**src/rtl/bin_to_bcd_seq.sv**
```systemverilog
// Sequential double-dabble binary-to-BCD converter with valid/ready handshakes on both sides.
// Optional macro BCD_SIGNED_EN: treat in_data as two's complement and report the sign on out_neg.
module bin_to_bcd_seq #(
   parameter int WIDTH  = 16,
   parameter int DIGITS = 5
) (
   input  logic                  clk,
   input  logic                  rst,
   input  logic                  in_valid,
   output logic                  in_ready,
   input  logic [WIDTH-1:0]      in_data,
   output logic                  out_valid,
   input  logic                  out_ready,
   output logic [4*DIGITS-1:0]   out_bcd,
   output logic                  out_ovf,
   output logic                  out_neg
);

   localparam int CW = $clog2(WIDTH + 1);

   typedef enum logic [1:0] {IDLE, SHIFT, DONE} state_t;

   state_t               r_state;
   state_t               w_state_next;
   logic [WIDTH-1:0]     r_operand;
   logic [4*DIGITS-1:0]  r_bcd;
   logic [4*DIGITS-1:0]  w_adj;
   logic [CW-1:0]        r_cnt;
   logic                 r_ovf;
   logic                 w_accept;
   logic [WIDTH-1:0]     w_operand_in;

`ifdef BCD_SIGNED_EN
   logic                 r_neg;
   // Magnitude of the most negative value wraps to 2^(WIDTH-1), which is correct as unsigned.
   assign w_operand_in = in_data[WIDTH-1] ? (~in_data + 1'b1) : in_data;
   assign out_neg      = r_neg;
`else
   assign w_operand_in = in_data;
   assign out_neg      = 1'b0;
`endif

   genvar gi;
   generate
      for (gi = 0; gi < DIGITS; gi++) begin : g_adj
         assign w_adj[4*gi +: 4] = (r_bcd[4*gi +: 4] >= 4'd5) ? (r_bcd[4*gi +: 4] + 4'd3)
                                                               : r_bcd[4*gi +: 4];
      end
   endgenerate

   always_ff @(posedge clk) begin
      if (rst) r_state <= IDLE;
      else     r_state <= w_state_next;
   end

   always_comb begin
      w_state_next = r_state;
      in_ready     = 1'b0;
      out_valid    = 1'b0;
      w_accept     = 1'b0;
      case (r_state)
         IDLE: begin
            in_ready = 1'b1;
            if (in_valid) begin
               w_accept     = 1'b1;
               w_state_next = SHIFT;
            end
         end
         SHIFT: begin
            if (r_cnt == CW'(1)) w_state_next = DONE;
         end
         DONE: begin
            out_valid = 1'b1;
            if (out_ready) w_state_next = IDLE;
         end
         default: w_state_next = IDLE;
      endcase
   end

   always_ff @(posedge clk) begin
      if (rst) begin
         r_operand <= '0;
         r_bcd     <= '0;
         r_cnt     <= '0;
         r_ovf     <= 1'b0;
`ifdef BCD_SIGNED_EN
         r_neg     <= 1'b0;
`endif
      end else if (w_accept) begin
         r_operand <= w_operand_in;
         r_bcd     <= '0;
         r_cnt     <= CW'(WIDTH);
         r_ovf     <= 1'b0;
`ifdef BCD_SIGNED_EN
         r_neg     <= in_data[WIDTH-1];
`endif
      end else if (r_state == SHIFT) begin
         // The adjusted top digit's MSB falls off the end; it is a decimal carry out of range.
         {r_bcd, r_operand} <= {w_adj[4*DIGITS-2:0], r_operand, 1'b0};
         r_ovf              <= r_ovf | w_adj[4*DIGITS-1];
         r_cnt              <= r_cnt - CW'(1);
      end
   end

   assign out_bcd = r_bcd;
   assign out_ovf = r_ovf;

endmodule
```
**config.mk**
```make
export PLATFORM = sky130hd
export DESIGN_NAME = bin_to_bcd_seq
export DESIGN_NICKNAME = d
export VERILOG_FILES = /design/src/rtl/bin_to_bcd_seq.sv
export SDC_FILE = /design/constraint.sdc
export NUM_CORES = 1
export LEC_CHECK = 0
export CORE_MARGIN = 10
export CORE_UTILIZATION = 28
export CTS_CLUSTER_SIZE = 16
export DETAILED_ROUTE_END_ITERATION = 16
export PLACE_DENSITY = 0.59
export RECOVER_POWER = 25
export SYNTH_ARGS = -nofsm -noshare
export SYNTH_HDL_FRONTEND = slang
export SYNTH_SLANG_ARGS = --single-unit
```
**constraint.sdc**
```tcl
create_clock -name clk -period 2.1 [get_ports clk]
set_input_delay 0.21 -clock clk [delete_from_list [all_inputs] [get_ports clk]]
set_output_delay 0.21 -clock clk [all_outputs]
set_load 0.1 [all_outputs]
```
; Word-level counts from Yosys, hierarchy flattened
; Cells that the tools add are included.
[totals]
inputBits = 20
reg_bits = 44
[classes]
n_mux = 17
bitwise_logic = 1
n_eq_ne = 6
reduce_logical = 4
add_sub_neg = 6
order_cmp = 5
[op_table]
columns = operator, n
row1 = $mux W16, 2
row2 = $add A4 B2 Y4 const B, 5
row3 = $ge A4 B3 Y1 const B, 5
row4 = $mux W4, 5
row5 = $mux W5, 2
row6 = $mux W2, 3
row7 = $ne A2 B2 Y1 const B, 3
row8 = $pmux W2 S3, 1
row9 = $eq A5 B1 Y1 const B, 1
row10 = $sub A5 B1 Y5 const B, 1
row11 = $mux W1, 4
row12 = $reduce_and A3 Y1, 1
row13 = $eq A2 B1 Y1 const B, 1
row14 = $eq A2 B2 Y1 const B, 1
row15 = $logic_not A2 Y1, 1
row16 = $reduce_bool A2 Y1, 1
row17 = $reduce_or A2 Y1, 1
row18 = $or A1 B1 Y1, 1

; Depth between registers and ports, before layout
; Gate-level depths: netlist of the first run.
[depth]
ltp_word = 3
mapped_depth = 6

; Least setup slack after synthesis of the first run
; OpenSTA, ideal clock, no wires.
[synth_path]
path_type = reg-to-reg
start = reg r_state[1]
end = reg r_bcd[12], in the netlist out_bcd[12]
period_less_slack_ps = 2367
setup_time_ps = 131
slack_ps = -267
t_arrival_ps = 2236
stages_incl_launch_ff = 6
cell_sequence = dfxtp_1 nor2_1 nand2_1 nand2b_1 buf_2 a211oi_1
[synth_between]
elab_chain_len = 3
elab_cells_between_ends = 4
[synth_lines]
columns = item, line_no
row1 = "start, declared", 23  ; state_t r_state;
row2 = "start signal, assigned", 53  ; else r_state <= w_state_next;
row3 = $logic_not A2 Y1, 61  ; case (r_state)
row4 = $mux W1, 61
row5 = $reduce_or A2 Y1 (no source line), -
row6 = "end signal, assigned", 99  ; {r_bcd, r_operand} <= {w_adj[4*DIGITS-2:0], r_operand, 1'b0};
row7 = "end, declared", 26  ; logic [4*DIGITS-1:0] r_bcd;
; Several ways; a longest one is shown, not always the timed one.
; A chain may end at the register's enable or synchronous reset.

; Worst setup path after layout of the first run
[layout_path]
start = reg r_bcd[16], in the netlist out_bcd[16]
end = out out_bcd[16]
[layout_rtl]
columns = item, line_no
row1 = "end, declared", 14  ; output logic [4*DIGITS-1:0] out_bcd,
; No word-level cell between the ends.

==> results of run 1 <==
-- registers in the layout, summed over array words and instances, names as in the netlist --
register / flops
out_bcd: 20
r_cnt: 5
out_ovf: 1
r_state: 2
r_operand: 16
-- layout make-up --
type	count	share of cell area (%)
Timing Repair Buffer	48	13.6
Multi-Input combinational cell	198	45.3
Tap cell	105	4.61
Sequential cell	44	31.4
Inverter	13	1.71
Clock buffer	7	3.38
-- cell families (layout without fill, tap and decap cells) --
family | count (synthesis) | after routing
AOI/OAI and AO/OA | 76 | 76
xor gates and xnor gates | 4 | 4
adders and majority gates | 12 | 12
buffers and inverters | 29 | 68
DFF | 44 | 44
muxes | 6 | 6
other | 1 | 1
and+or+nand+nor | 99 | 99
-- path summary, 6_finish.rpt --
kind                  from     endpoint  slack [ns]  cells past startpoint
max            out_bcd[16]  out_bcd[16]        0.35                      1
min          r_operand[15]   out_bcd[0]        0.45                      2
max reg2reg     out_bcd[8]  out_bcd[10]        0.43                      6
min reg2reg  r_operand[15]   out_bcd[0]        0.45                      2
-- through the flow --
step	instances	setup slack (ns)	instance area, µm²	util (%)
2_1_floorplan	271	0.130	2330	-
3_3_place_gp	408	0.430	2800	34.4
3_5_place_dp	408	0.387	2800	34.4
4_1_cts	415	0.350	2890	35.6
5_1_grt	415	0.271	2850	35.0
6_report	415	0.347	2850	35.0
-- where the power goes --
group	switching [mW]	total, mW	leakage [nW]	internal [mW]
logic	0.280	0.444	0.650	0.164
registers	0.0481	0.938	0.365	0.890
clock network	0.283	0.577	0.0503	0.293
-- cell usage after synthesis, types with 3 or more instances --
| library cell | count | area share [%] |
|---|---|---|
| dfxtp_1 | 44 | 38 |
| nor2_1 | 37 | 6.0 |
| a21oi_1 | 19 | 4.1 |
| nor3_1 | 15 | 3.2 |
| o22ai_1 | 15 | 4.1 |
| inv_1 | 13 | 2.1 |
| nor2b_1 | 13 | 3.5 |
| ha_1 | 12 | 6.5 |
| a211oi_1 | 11 | 3.6 |
| o21ai_0 | 11 | 2.4 |
| a31oi_1 | 7 | 1.9 |
| nand2b_1 | 7 | 1.9 |
| nand3_1 | 7 | 1.5 |
| clkbuf_1 | 5 | 0.81 |
| nand2_1 | 5 | 0.81 |
| a41oi_1 | 4 | 1.5 |
| and2b_1 | 4 | 1.3 |
| buf_2 | 4 | 0.86 |
| buf_4 | 4 | 1.3 |
| mux2i_1 | 4 | 1.7 |
| nor3b_1 | 4 | 1.3 |
| a2111oi_2 | 3 | 1.9 |
| a22o_1 | 3 | 1.1 |
| buf_6 | 3 | 1.5 |
-- per-layer routing --
layer | share of wire [%] | routed length (µm) | track usage (%) | vias up
met5 | 0 | 0 | 0 | -
met4 | 1.0 | 59 | 3.82 | 0
met3 | 7.5 | 421 | 3.90 | 5
met2 | 43 | 2400 | 14.3 | 60
met1 | 49 | 2760 | 11.1 | 932
li1 | - | - | - | 1046
==> summary.txt, run 1 <==
CP max-delay cell: clkbuf_1
WP buf/inv: 1
Reg clk slew, reported paths: 0.08 ns
Setup TNS Final: 0 ns
Hold_buf cts: 0
Die Y: 111 µm
Footprint of the multi-input gates: 1290 µm²
Core Area: 8130 µm²
Total Routed Length: 5.64 mm
Final critical-path required period: 1.75 ns
Avg Vias per Cell: 4.92
Prevailing post-synth register cell: dfxtp_1
Synthesized cell area: 2320 µm²
H-tree levels: 2
Relative max-transition margin: 21.1%
Max_cap viols: 0
Max Transition Viols Final: 0
Pwr Density: 688 nW/µm²
Gr ovfl total: 0
Initial core utilization: 28.5%
Synth warn: 0
Slew @ Worst Pin: 1.19 ns
Post-Synth Simple-Gate Area: 22.7%
Hold Slack: 0.449 ns
Critical-path cell list: clkbuf_1
Cell family with most CP delay: buffers and inverters
Clk_lat worst skew: 0.29 ns
Starting DRT DRC Count: 45
Async S/R FF share, synth: 0%
Final setup violating endpoints: 0
Largest net degree at the start of global routing: 33
Pleak: 1.07 nW
Pwr Total: 1.96 mW
Most frequent cells in the layout: 36 x nor2_1, 34 x dfxtp_1, 19 x a21oi_1, 19 x clkdlybuf4s50_1
Average routed wire per standard cell: 13.6 µm
Distinct cells, synth: 38
Port bufs: 42
First-pass GRT wire length: 9.83 mm
Postcts setup bufs: 0
Flops & latches, synth: 44
Worst EP required: 1.89 ns
Final Hold Fails: 0
Number of synthesized flops with an enable pin: 0
Die Wd: 111 µm
PostCTS Resize Cnt: 0
Layout cell share with drive strength beyond 1: 15.2%
Final period util: 83.5%
RSZ-0062 raised after global routing: no
Die ar.: 12300 µm²
Total track usage: 9.26%
Post-DRT Antenna Nets: 0
N_diodes: 0
Post-DP HPWL: 4.00 mm
# clock sinks: 44
Vias in the first global route: 2142
Nets: 342
CTS Buf Count: 5
# fillers: 850
CP Class: flop to output pin
Status: complete, no violations
Rows: 33
Syn Inst Count: 271
Routability Congestion: 0.802
Largest family of logic cells by synthesized area: simple AND/OR/NAND/NOR gates
Root Buffer: clkbuf_8
Sequential share of the synthesized area: 38.0%
Post-synthesis compound-gate area fraction: 21.8%
Critical path peak fanout: 4
Max incr delay on CP: 0.88 ns
Vias: 2043
Area Growth Syn to Fin: 23.0%
CTS tree: yes
Syn avg cell area: 8.55 µm²
Multiplexer share of the synthesized area: 2.70%
Commonest non-fill, non-tap cell in the layout: nor2_1
Register Area: 893 µm²
Clk_skew: 0.00554 ns
Endpoint class of the critical path: output pin
Clock Path Buffers: 2
Critical path arrival: 1.54 ns
Post-route DRC violation count: 0
Adder-cell share of the synthesized area: 6.48%
HP Class: flop to flop
Initial antenna violation count: 0
Syn Nets: 303
Worst setup SP type: flop
IO Count: 44
XOR/XNOR Fraction of Synth Area: 1.51%
Worst vdd ir: 225 µV
F_max: 0.570 GHz
Pre-Repair DR Iteration Count: 4
(Power assumes the default switching activity.)
==> inputs of run 2 (changes only) <==
==> constraint.sdc (replaced) <==
create_clock -name clk -period 1.8 [get_ports clk]
set_input_delay 0.18 -clock clk [delete_from_list [all_inputs] [get_ports clk]]
set_output_delay 0.18 -clock clk [all_outputs]
set_load 0.1 [all_outputs]
==> summary.txt, run 2 (synthesized netlist as in run 1, its figures left out) <==
Gr ovfl total: 0 (unchanged)
HP Class: flop to flop
Fin cells: 418 (+0.72%)
Area Growth Syn to Fin: 29.8%
Hold_buf cts: 0 (unchanged)
Core Area: 8130 µm² (unchanged)
Routability Congestion: 0.775 (-3.3%)
Pre-Repair DR Iteration Count: 4 (unchanged)
Starting DRT DRC Count: 99 (+120%)
CP Class: flop to flop
N_diodes: 0 (unchanged)
First-pass GRT wire length: 9.42 mm (-4.1%)
Rows: 33 (unchanged)
Clock Path Buffers: 2 (unchanged)
Clk_lat worst skew: 0.29 ns (about the same)
Port bufs: 42 (unchanged)
Worst EP required: 2.01 ns (+0.12 ns)
Critical path arrival: 1.86 ns (+0.32 ns)
Path depth of the worst reg2reg path: 6 (unchanged)
PostCTS Resize Cnt: 0 (unchanged)
Final period util: 91.3%
Reg2reg start: out_bcd[8]
Final critical-path required period: 1.64 ns
Vias in the first global route: 1940 (-9.4%)
Worst vdd ir: 376 µV (+67%)
Average routed wire per standard cell: 13.0 µm (-4.6%)
Post-DRT Antenna Nets: 0 (unchanged)
Final setup violating endpoints: 0 (unchanged)
Status: complete, no violations
Max Transition Viols Final: 0 (unchanged)
Vias: 2066 (+1.1%)
CTS tree: yes
Initial antenna violation count: 0 (unchanged)
Register Area: 915 µm² (+2.4%)
F_max: 0.609 GHz
Layout cell share with drive strength beyond 1: 19.5% (+4.3 points)
Placed cell areas: 2940 µm² (+5.2%)
# fillers: 826 (-2.8%)
Worst setup SP type: flop
Die Wd: 111 µm (unchanged)
Relative max-transition margin: 63.5% (+42 points)
Most frequent cells in the layout: 36 x nor2_1, 31 x dfxtp_1, 19 x a21oi_1, 19 x clkdlybuf4s50_1
Worst Setup SP: out_bcd[8]
Initial core utilization: 28.5% (unchanged)
Die Y: 111 µm (unchanged)
Number of flip-flops in the largest register: 20 (unchanged)
H-tree levels: 2 (unchanged)
Avg Vias per Cell: 4.94 (+0.40%)
Total track usage: 8.80% (-0.46 points)
Endpoint class of the critical path: flop
Post-DP HPWL: 3.93 mm (-1.8%)
Pwr Density: 789 nW/µm² (+15%)
Postcts setup bufs: 0 (unchanged)
Hold Path Origin: r_operand[15]
Footprint of the multi-input gates: 1300 µm² (+0.78%)
RSZ-0062 raised after global routing: no
Commonest non-fill, non-tap cell in the layout: nor2_1
Largest net degree at the start of global routing: 33 (unchanged)
Reg clk slew, reported paths: 0.09 ns (about the same)
Final Hold Fails: 0 (unchanged)
Clk_skew: 0.00868 ns (+0.00314 ns)
Critical path peak fanout: 5 (+1)
# clock sinks: 44 (unchanged)
Nets: 344 (+0.58%)
Die ar.: 12300 µm² (unchanged)
Root Buffer: clkbuf_8
CTS Buf Count: 5 (unchanged)
Setup TNS Final: 0 ns (unchanged)
Total Routed Length: 5.43 mm (-3.9%)
Fin area: 3010 µm² (+5.5%)
Worst hold path stage count: 2 (unchanged)
IO Count: 44 (unchanged)
Max_cap viols: 0 (unchanged)
Post-route DRC violation count: 0 (unchanged)
Slew @ Worst Pin: 0.550 ns (-0.639 ns)
Placed Instances: 410 (+0.49%)
Pleak: 1.14 nW (+6.9%)
==> run 2: cell count changes in the layout (fill, tap and decap cells not counted), moves of 2 or more <==
cell	before	now
clkbuf_1	10	1
buf_4	14	8
clkbuf_8	7	5
clkbuf_2	3	13
dfxtp_1	34	31
buf_12	2	9
dfxtp_4	0	7
dfxtp_2	10	6
==> run 2: layer usage <==
metal / up-vias / wire, µm / global-route usage, %
met5: - / 0 / 0
met4: 0 / 29 / 2.00
met3: 2 / 405 / 3.95
met2: 60 / 2310 / 12.5
met1: 952 / 2680 / 11.8
li1: 1052 / - / -
==> run 2: through the flow <==
step | hold WS [ns] | util, % | worst slack, ns | power (mW)
floorplan | 0.259 | - | -0.114 | 1.51
global placement | 0.437 | 36.2 | 0.199 | 1.65
detailed placement | 0.442 | 36.2 | 0.181 | 1.65
CTS | 0.443 | 37.6 | 0.160 | 2.41
global route | 0.470 | 37.0 | 0.0192 | 2.51
finish | 0.437 | 37.0 | 0.157 | 2.37
==> run 2: path summary, 6_finish.rpt <==
check	endpoint	slack, ns
setup / recovery	out_bcd[10]	0.16
hold / removal	out_bcd[0]	0.44
setup reg to reg	out_bcd[10]	0.16
hold reg to reg	out_bcd[0]	0.44
==> run 2: power breakdown <==
group	internal (mW)	total [mW]	switching (mW)	leakage (nW)
Clock	0.411	0.753	0.341	0.0558
Combinational	0.206	0.539	0.333	0.714
Sequential	1.03	1.08	0.0500	0.369
Total	1.65	2.37	0.724	1.14
==> run 2: worst max-delay path: stages (launching register included) <==
cell	delay [ns]
dfxtp_4	0.36
inv_1	0.14
ha_1	0.21
nand2b_1	0.13
a21oi_1	0.17
mux2_2	0.35
a211oi_1	0.21
==> run 2: area by class of cell <==
type | count | area share, %
clock inverters | 3 | 1.41
inverters | 13 | 1.62
well taps | 105 | 4.37
flip-flops and latches | 44 | 30.4
multi-input cells | 198 | 43.3
clock buffers | 5 | 2.29
repair buffers | 50 | 16.6
